[src/rtl/riscv_pkg.sv]
// Shared fetch-stage types: opcodes, the prefetch queue entry and B-type immediate decode.
package riscv_pkg;

    localparam int PC_W = 12;

    localparam logic [6:0] OPC_BRANCH = 7'b1100011;
    localparam logic [6:0] OPC_JAL    = 7'b1101111;
    localparam logic [6:0] OPC_JALR   = 7'b1100111;

    typedef struct packed {
        logic [31:0]     inst;
        logic [PC_W-1:0] pc;
        logic            bpr;
    } ifq_entry_t;

    // Sign-extended B-type branch offset; bit 0 is always zero.
    function automatic logic [31:0] b_imm(input logic [31:0] inst);
        return {{20{inst[31]}}, inst[7], inst[30:25], inst[11:8], 1'b0};
    endfunction

endpackage

[src/rtl/ifq_fifo.sv]
// DEPTH-entry synchronous FIFO of fetch entries with flush; head is read combinationally.
module ifq_fifo
    import riscv_pkg::*;
#(
    parameter int DEPTH = 4
) (
    input  logic                       CLK,
    input  logic                       RSTn,
    input  logic                       push,
    input  logic                       pop,
    input  logic                       flush,
    input  ifq_entry_t                 wrData,
    output ifq_entry_t                 rdData,
    output logic [$clog2(DEPTH):0]     occupancy,
    output logic                       empty,
    output logic                       full
);

    localparam int PTR_W = $clog2(DEPTH);
    localparam int CNT_W = PTR_W + 1;

    ifq_entry_t             mem [DEPTH];
    logic [PTR_W-1:0]       wrPtr;
    logic [PTR_W-1:0]       rdPtr;
    logic [CNT_W-1:0]       count;

    assign empty     = (count == '0);
    assign full      = (count == CNT_W'(DEPTH));
    assign occupancy = count;
    assign rdData    = mem[rdPtr];

    // NOTE: storage is not reset; every read is qualified by count, so stale words are never consumed.
    always_ff @(posedge CLK) begin
        if (push && !flush)
            mem[wrPtr] <= wrData;
    end

    // NOTE: sequential state uses non-blocking assignments so every register samples pre-edge values.
    always_ff @(posedge CLK or negedge RSTn) begin
        if (!RSTn) begin
            wrPtr <= '0;
            rdPtr <= '0;
            count <= '0;
        end else if (flush) begin
            wrPtr <= '0;
            rdPtr <= '0;
            count <= '0;
        end else begin
            if (push)
                wrPtr <= wrPtr + PTR_W'(1);
            if (pop)
                rdPtr <= rdPtr + PTR_W'(1);
            case ({push, pop})
                2'b10:   count <= count + CNT_W'(1);
                2'b01:   count <= count - CNT_W'(1);
                default: count <= count;
            endcase
        end
    end

endmodule

[src/rtl/if_prefetch_queue.sv]
// Fetch stage with prefetch queue, EX redirect and sticky halt.
// Define IFQ_BTFN_PREDICT_EN for static backward-taken/forward-not-taken branch prediction.
module if_prefetch_queue
    import riscv_pkg::*;
#(
    parameter int              DEPTH    = 4,
    parameter int              PC_W     = riscv_pkg::PC_W,  // must match the entry type width
    parameter logic [PC_W-1:0] RESET_PC = '0
) (
    input  logic                   CLK,
    input  logic                   RSTn,
    output logic                   I_MEM_CSN,
    output logic [PC_W-1:0]        I_MEM_ADDR,
    input  logic [31:0]            I_MEM_DI,
    input  logic                   redirect_valid,
    input  logic [PC_W-1:0]        redirect_pc,
    input  logic                   halt_i,
    output logic                   out_valid,
    input  logic                   out_ready,
    output logic [31:0]            out_inst,
    output logic [PC_W-1:0]        out_pc,
    output logic                   out_bpr,
    output logic [$clog2(DEPTH):0] occupancy
);

    logic [PC_W-1:0] fetchPc;
    logic [PC_W-1:0] nextPc;
    logic            halted;
    logic            predTaken;
    logic            push;
    logic            pop;
    logic            qEmpty;
    logic            qFull;
    ifq_entry_t      wrEntry;
    ifq_entry_t      headEntry;

    assign I_MEM_CSN  = ~RSTn;
    assign I_MEM_ADDR = fetchPc;

    // Redirect masks the handshake so decode never consumes an entry being flushed.
    assign out_valid = ~qEmpty & ~redirect_valid;
    assign pop       = out_valid & out_ready;
    assign push      = ~halted & ~redirect_valid & (~qFull | pop);

    // NOTE: every always_comb output gets a default first so no path can infer a latch.
    always_comb begin
        predTaken = 1'b0;
        nextPc    = fetchPc + PC_W'(4);
`ifdef IFQ_BTFN_PREDICT_EN
        if (I_MEM_DI[6:0] == OPC_BRANCH && I_MEM_DI[31]) begin
            predTaken = 1'b1;
            nextPc    = fetchPc + PC_W'(b_imm(I_MEM_DI));
        end
`endif
    end

    assign wrEntry = '{inst: I_MEM_DI, pc: fetchPc, bpr: predTaken};

    always_ff @(posedge CLK or negedge RSTn) begin
        if (!RSTn) begin
            fetchPc <= RESET_PC;
            halted  <= 1'b0;
        end else begin
            if (redirect_valid)
                fetchPc <= redirect_pc;
            else if (push)
                fetchPc <= nextPc;
            if (halt_i)
                halted <= 1'b1;
        end
    end

    ifq_fifo #(
        .DEPTH (DEPTH)
    ) uFifo (
        .CLK       (CLK),
        .RSTn      (RSTn),
        .push      (push),
        .pop       (pop),
        .flush     (redirect_valid),
        .wrData    (wrEntry),
        .rdData    (headEntry),
        .occupancy (occupancy),
        .empty     (qEmpty),
        .full      (qFull)
    );

    // Head fields read as zero when the queue is empty.
    assign out_inst = qEmpty ? '0 : headEntry.inst;
    assign out_pc   = qEmpty ? '0 : headEntry.pc;
`ifdef IFQ_BTFN_PREDICT_EN
    assign out_bpr  = ~qEmpty & headEntry.bpr;
`else
    assign out_bpr  = 1'b0;
`endif

endmodule

[config.mk]
export PLATFORM = sky130hd
export DESIGN_NAME = if_prefetch_queue
export DESIGN_NICKNAME = d
export VERILOG_FILES = /design/src/rtl/riscv_pkg.sv /design/src/rtl/ifq_fifo.sv /design/src/rtl/if_prefetch_queue.sv
export SDC_FILE = /design/constraint.sdc
export NUM_CORES = 1
export LEC_CHECK = 0
export BUFFER_PORTS_ARGS = -buffer_cell sky130_fd_sc_hd__buf_2
export CAP_MARGIN = 20
export CORE_AREA = 4 4 132 134
export DETAILED_ROUTE_END_ITERATION = 10
export DIE_AREA = 0 0 136 138
export GPL_TIMING_DRIVEN = 0
export PLACE_DENSITY = 0.73
export SLEW_MARGIN = 30
export SYNTH_ARGS = -nofsm -noshare
export SYNTH_HDL_FRONTEND = slang
export SYNTH_HIERARCHICAL = 1
export SYNTH_SLANG_ARGS = --single-unit
[constraint.sdc]
create_clock -name CLK -period 3.6 [get_ports CLK]
set_input_delay 0.54 -clock CLK [delete_from_list [all_inputs] [get_ports CLK]]
set_output_delay 0.54 -clock CLK [all_outputs]
set_load 0.01 [all_outputs]
After elaboration in Yosys (flattened, before gate mapping)
Memory sizes are Yosys's and may differ from the RTL's.
Index checks and enable logic that the tools add are counted.
{"block": "op_classes", "n_addsub": 5, "n_eq_ne": 3, "n_mux": 12, "bitwise_logic": 10, "n_reduce_logical": 6}
{"op": "two-way mux 12 bit", "count": 3}
{"op": "two-way mux 32 bit", "count": 1}
{"op": "adder 12 x 3 -> 12 bit (second input constant)", "count": 1}
{"op": "two-way mux 2 bit", "count": 4}
{"op": "one-hot mux 3 bit (2 select lines)", "count": 1}
{"op": "inverter 1 bit", "count": 5}
{"op": "adder 2 x 1 -> 2 bit (second input constant)", "count": 2}
{"op": "AND 1 bit", "count": 4}
{"op": "nonzero test 2 bit", "count": 2}
{"op": "adder 3 x 1 -> 3 bit (second input constant)", "count": 1}
{"op": "== test 3 bit (second input constant)", "count": 1}
{"op": "zero test 3 bit", "count": 1}
{"op": "two-way mux 3 bit", "count": 1}
{"op": "nonzero test 3 bit", "count": 1}
{"op": "subtractor 3 x 1 -> 3 bit (second input constant)", "count": 1}
{"op": "== test 2 x 1 -> 1 bit (second input constant)", "count": 1}
{"op": "== test 2 bit (second input constant)", "count": 1}
{"op": "two-way mux 1 bit", "count": 2}
{"op": "logical AND 1 bit", "count": 1}
{"op": "zero test 1 bit", "count": 1}
{"op": "bitwise OR 1 bit", "count": 1}
{"block": "totals", "register_bits": 20, "ram_bits": 176, "in_bits": 49, "output_inout_bits": 62, "word_cells": 42, "memories": 1}
{"name": "uFifo.mem", "words": 4, "word_bits": 44, "read_ports": 1, "rd_clocked_by_memory_dff": 0, "write_ports": 1, "line_no": "ifq_fifo.sv:22", "rtl": "ifq_entry_t mem [DEPTH];"}

Depth between registers and ports, before layout
{"block": "logic_depth", "word_depth": 9, "mapped_depth": 12, "depth_no_buf": 9}

Cells and area by module
The synthesis kept the hierarchy.
{"module": "ifq_fifo", "instances": 1, "cells_per_inst": 278, "area_each_um2": 6952.9, "seq_area_each_um2": 5580.4}
{"module": "if_prefetch_queue", "instances": 1, "cells_per_inst": 129, "area_each_um2": 1086.0, "seq_area_each_um2": 325.3}

Worst setup path before layout
OpenSTA, ideal clock, no wires.
{"block": "synth_path", "path_type": "register -> register", "from": "register uFifo.count[0], in the netlist uFifo/occupancy[0]", "to": "memory uFifo/mem[0][0] in the netlist's numbering (enable)", "setup_time_ns": 0.407, "arrival_ns": 2.833, "required_ns": 3.193, "slack_ns": 0.360, "path_stages_with_launch": 10, "n_path_buf": 3, "synth_period_minus_slack_ns": 3.240, "path_cell_list": "dfrtp_1 nor3_1 buf_6 nand2b_4 buf_6 a21oi_1 nor2b_1 buf_2 nor2b_1 and2_1"}
{"block": "synth_via", "elab_chain_len": 9, "word_cells_on_any_way": 11, "cone_classes": "1 x eq/ne; 2 x mux; 6 x bitwise; 2 x reduce/logical"}
{"element": "from (decl)", "line_no": "ifq_fifo.sv:25", "rtl": "logic [CNT_W-1:0] count;"}
{"element": "from (signal assigned)", "line_no": "ifq_fifo.sv:54", "rtl": "2'b10: count <= count + CNT_W'(1);"}
{"element": "from (signal assigned)", "line_no": "ifq_fifo.sv:55", "rtl": "2'b01: count <= count - CNT_W'(1);"}
{"element": "from (signal assigned)", "line_no": "ifq_fifo.sv:56", "rtl": "default: count <= count;"}
{"element": "zero test 3 bit", "line_no": "ifq_fifo.sv:27", "rtl": "assign empty = (count == '0);"}
{"element": "named net qEmpty", "line_no": "if_prefetch_queue.sv:32", "rtl": "logic qEmpty;"}
{"element": "inverter 1 bit", "line_no": "if_prefetch_queue.sv:41", "rtl": "assign out_valid = ~qEmpty & ~redirect_valid;"}
{"element": "AND 1 bit", "line_no": "if_prefetch_queue.sv:41"}
{"element": "AND 1 bit", "line_no": "if_prefetch_queue.sv:42", "rtl": "assign pop = out_valid & out_ready;"}
{"element": "bitwise OR 1 bit", "line_no": "if_prefetch_queue.sv:43", "rtl": "assign push = ~halted & ~redirect_valid & (~qFull | pop);"}
{"element": "AND 1 bit", "line_no": "if_prefetch_queue.sv:43"}
{"element": "named net push", "line_no": "if_prefetch_queue.sv:30", "rtl": "logic push;"}
{"element": "logical AND 1 bit", "line_no": "ifq_fifo.sv:34", "rtl": "if (push && !flush)"}
{"element": "two-way mux 1 bit", "line_no": "ifq_fifo.sv:34"}
{"element": "two-way mux 1 bit (not written as such)", "line_no": "ifq_fifo.sv:35", "rtl": "mem[wrPtr] <= wrData;"}
{"element": "to (decl)", "line_no": "ifq_fifo.sv:22"}
The timed path passes the listed nets, and every way through them passes these cells.

Worst setup path in the final report
{"block": "layout_path", "from": "register uFifo.count[0], in the netlist uFifo/occupancy[0]", "to": "memory uFifo/mem[0][30] in the netlist's numbering (enable)"}
Same word-level chain as after synthesis.

==> report_table.html <==
<table>
<tr><th>Metric</th><th>Value</th></tr>
<tr><th colspan="2">Run status</th></tr>
<tr><td>Result of the run</td><td>finished clean</td></tr>
<tr><th colspan="2">Global route</th></tr>
<tr><td>Initial antenna violation count</td><td>0</td></tr>
<tr><td>Remaining global-route overflow</td><td>0</td></tr>
<tr><td>Global routing usage summed across all routing layers</td><td>16.2%</td></tr>
<tr><td>Global-route wire length before repair</td><td>22900 um</td></tr>
<tr><td>Largest net degree at the start of global routing</td><td>40</td></tr>
<tr><td>Number of global-route vias before repair</td><td>4142</td></tr>
<tr><th colspan="2">Layout</th></tr>
<tr><td>Area delta synth-&gt;final</td><td>18.3%</td></tr>
<tr><td>Proportion of layout cells with a drive suffix above 1</td><td>38.3%</td></tr>
<tr><td>Most common library cell in the layout ignoring fill and taps</td><td>sky130_fd_sc_hd__edfxtp_1</td></tr>
<tr><td>Diode count</td><td>0</td></tr>
<tr><td>Highest-count cells in the layout ignoring fill and taps</td><td>sky130_fd_sc_hd__edfxtp_1, sky130_fd_sc_hd__buf_2, sky130_fd_sc_hd__nor2b_1, sky130_fd_sc_hd__mux4_2, sky130_fd_sc_hd__dfrtp_1</td></tr>
<tr><td>Net count, final</td><td>588</td></tr>
<tr><th colspan="2">STA</th></tr>
<tr><td>Actual transition at the worst max-transition pin</td><td>551 ps</td></tr>
<tr><td>Normalized max-slew margin</td><td>63.3%</td></tr>
<tr><td>Hold slack</td><td>64.7 ps</td></tr>
<tr><td>Final setup violation count</td><td>0</td></tr>
<tr><td>Final cycle utilization of the critical path</td><td>81.8%</td></tr>
<tr><td>Total negative setup slack</td><td>0 ps</td></tr>
<tr><td>Timing-limited maximum frequency</td><td>0.340 GHz</td></tr>
<tr><td>Final critical delay including setup and external delays</td><td>2940 ps</td></tr>
<tr><td>Skew final</td><td>8.79 ps</td></tr>
<tr><td>Final worst slack</td><td>657 ps</td></tr>
<tr><td>Setup repair after global routing missed its margin</td><td>no</td></tr>
<tr><td>Final hold violation count</td><td>0</td></tr>
<tr><td>Number of max-slew violations in the final report</td><td>0</td></tr>
<tr><th colspan="2">Worst hold path</th></tr>
<tr><td>Hold crit path type</td><td>in2async</td></tr>
<tr><th colspan="2">Logic synthesis</th></tr>
<tr><td>Total standard cell area after synthesis</td><td>7900 sq um</td></tr>
<tr><td>Syn Nets</td><td>457</td></tr>
<tr><td>Total number of yosys warnings</td><td>6</td></tr>
<tr><td>Mean area per synthesized cell</td><td>19.6 sq um</td></tr>
<tr><td>Syn Inst Count</td><td>402</td></tr>
<tr><th colspan="2">Clocking</th></tr>
<tr><td>Register clock-pin slew on the reported worst setup and hold paths</td><td>60 ps</td></tr>
<tr><td>TritonCTS clock tree</td><td>yes</td></tr>
<tr><td>Sink count of the clock tree</td><td>196</td></tr>
<tr><td>Buffer count from post-CTS setup fixing</td><td>0</td></tr>
<tr><td>Hold-fix buffers at CTS</td><td>0</td></tr>
<tr><td>Root Buffer Master</td><td>sky130_fd_sc_hd__clkbuf_16</td></tr>
<tr><td>Buffer depth of the longest clock path</td><td>2</td></tr>
<tr><td>Insertion delay to the later sink of the worst-skew pair</td><td>420 ps</td></tr>
<tr><td>PostCTS Resize Cnt</td><td>0</td></tr>
<tr><td>CTS buffer count</td><td>17</td></tr>
<tr><td>Clock H-tree levels</td><td>4</td></tr>
<tr><th colspan="2">Floorplanning</th></tr>
<tr><td>Ports placed on the boundary</td><td>111</td></tr>
<tr><td>Total die area</td><td>18800 sq um</td></tr>
<tr><td>Die width</td><td>136 um</td></tr>
<tr><td>Core region area</td><td>16300 sq um</td></tr>
<tr><td>Die height</td><td>138 um</td></tr>
<tr><td>Initial Utilization</td><td>48.5%</td></tr>
<tr><td>Total number of placement rows</td><td>47</td></tr>
<tr><th colspan="2">Placement</th></tr>
<tr><td>Number of buffer cells added on primary ports</td><td>108</td></tr>
<tr><td>Detailed Place HPWL</td><td>9690 um</td></tr>
<tr><td>GPL Wtd Cong</td><td>0.830</td></tr>
<tr><td>Post-Place Worst Slack</td><td>653 ps</td></tr>
<tr><th colspan="2">Run</th></tr>
<tr><td>Max-Cap Viols</td><td>0</td></tr>
<tr><th colspan="2">Power</th></tr>
<tr><td>Largest vdd supply drop</td><td>0.303 mV</td></tr>
<tr><td>Leakage dissipation</td><td>3.26 nW</td></tr>
<tr><td>Pwr Density</td><td>464 nW/um^2</td></tr>
<tr><th colspan="2">Detailed routing</th></tr>
<tr><td>Total length of routed wires</td><td>14600 um</td></tr>
<tr><td>Routed via count divided by cell count</td><td>5.18</td></tr>
<tr><td>Antenna Nets Post-Route</td><td>0</td></tr>
<tr><td>DRC errors left</td><td>0</td></tr>
<tr><td>Total vias in the final route</td><td>3967</td></tr>
<tr><td>Number of DRC violations after detailed-routing iteration 0</td><td>223</td></tr>
<tr><td>Routed wirelength normalized by instance count</td><td>19.1 um</td></tr>
<tr><td>Drt first pass iters</td><td>4</td></tr>
<tr><th colspan="2">Worst setup path</th></tr>
<tr><td>Type of the setup path with the least slack</td><td>reg2reg</td></tr>
<tr><td>Data arrival time of the critical path</td><td>3050 ps</td></tr>
<tr><td>Critical Path Start Type</td><td>flop</td></tr>
<tr><td>Required time of the critical path</td><td>3710 ps</td></tr>
<tr><td>Maximum fanout along the worst path</td><td>28</td></tr>
<tr><td>Endpoint type of the worst setup path</td><td>flop</td></tr>
</table>
[sequential cells by signal, indices dropped and copies added, names as in the netlist]
name	count
uFifo/mem	176
I_MEM_ADDR	12
uFifo/occupancy	3
uFifo/rdPtr	2
uFifo/wrPtr	2
halted	1
[per-stage QoR]
step / std cells / power (W) / cell area, sq um / util [%]
floorplan: 402 / 0.00260 / 7900 / -
global placement: 730 / 0.00267 / 8710 / 53.5
detailed placement: 734 / 0.00268 / 8810 / 54.1
CTS: 766 / 0.00437 / 9340 / 57.3
global route: 766 / 0.00449 / 9340 / 57.3
finish: 766 / 0.00433 / 9340 / 57.3
[worst max-delay path, cell delays in order (launching register included)]
cell and delay [ps]:
sky130_fd_sc_hd__dfrtp_1 460, sky130_fd_sc_hd__nor3_1 100, sky130_fd_sc_hd__buf_6 160, sky130_fd_sc_hd__nand2b_4 140, sky130_fd_sc_hd__buf_6 130, sky130_fd_sc_hd__a21oi_1 280, sky130_fd_sc_hd__nor2b_1 160, sky130_fd_sc_hd__buf_2 200
sky130_fd_sc_hd__nor2b_1 310, sky130_fd_sc_hd__and2_4 390, sky130_fd_sc_hd__buf_12 260
[final timing paths]
path                       cells after the start                           start                          to  slack (ps)
setup / recovery                              10  uFifo/occupancy[0]$_DFFE_PN0P_  uFifo/mem[0][30]$_DFFE_PP_         660
hold / removal                                 1                            RSTn   I_MEM_ADDR[9]$_DFFE_PN0P_          60
setup reg to reg                              10  uFifo/occupancy[0]$_DFFE_PN0P_  uFifo/mem[0][30]$_DFFE_PP_         660
hold reg to reg                                1              halted$_DFFE_PN0P_          halted$_DFFE_PN0P_         550
max in group asynchronous                      1                            RSTn  I_MEM_ADDR[11]$_DFFE_PN0P_        3210
min in group CLK                               2                          halt_i          halted$_DFFE_PN0P_         300
[layer usage]
| layer | vias to the layer above | routed length (um) | track usage, % |
|---|---|---|---|
| li1 | 1826 | - | - |
| met1 | 2016 | 6130 | 21.3 |
| met2 | 111 | 7510 | 26.8 |
| met3 | 14 | 817 | 4.58 |
| met4 | 0 | 178 | 4.40 |
| met5 | - | 0 | 0 |
[layout make-up]
cell class	instances	area, sq um
buffer	23	175
clock buffer	23	448
clock inverter	9	82.6
fill	1263	6950
inverter	6	22.5
multi-input combinational	177	1920
sequential	196	5790
tap	220	275
timing repair buffer	112	628
[report_power, final]
| group | switching [W] | internal [W] |
|---|---|---|
| sequential | 0.0000309 | 0.00250 |
| combinational | 0.0000559 | 0.0000432 |
| clock | 0.000754 | 0.000949 |
(Power assumes the default switching activity.)
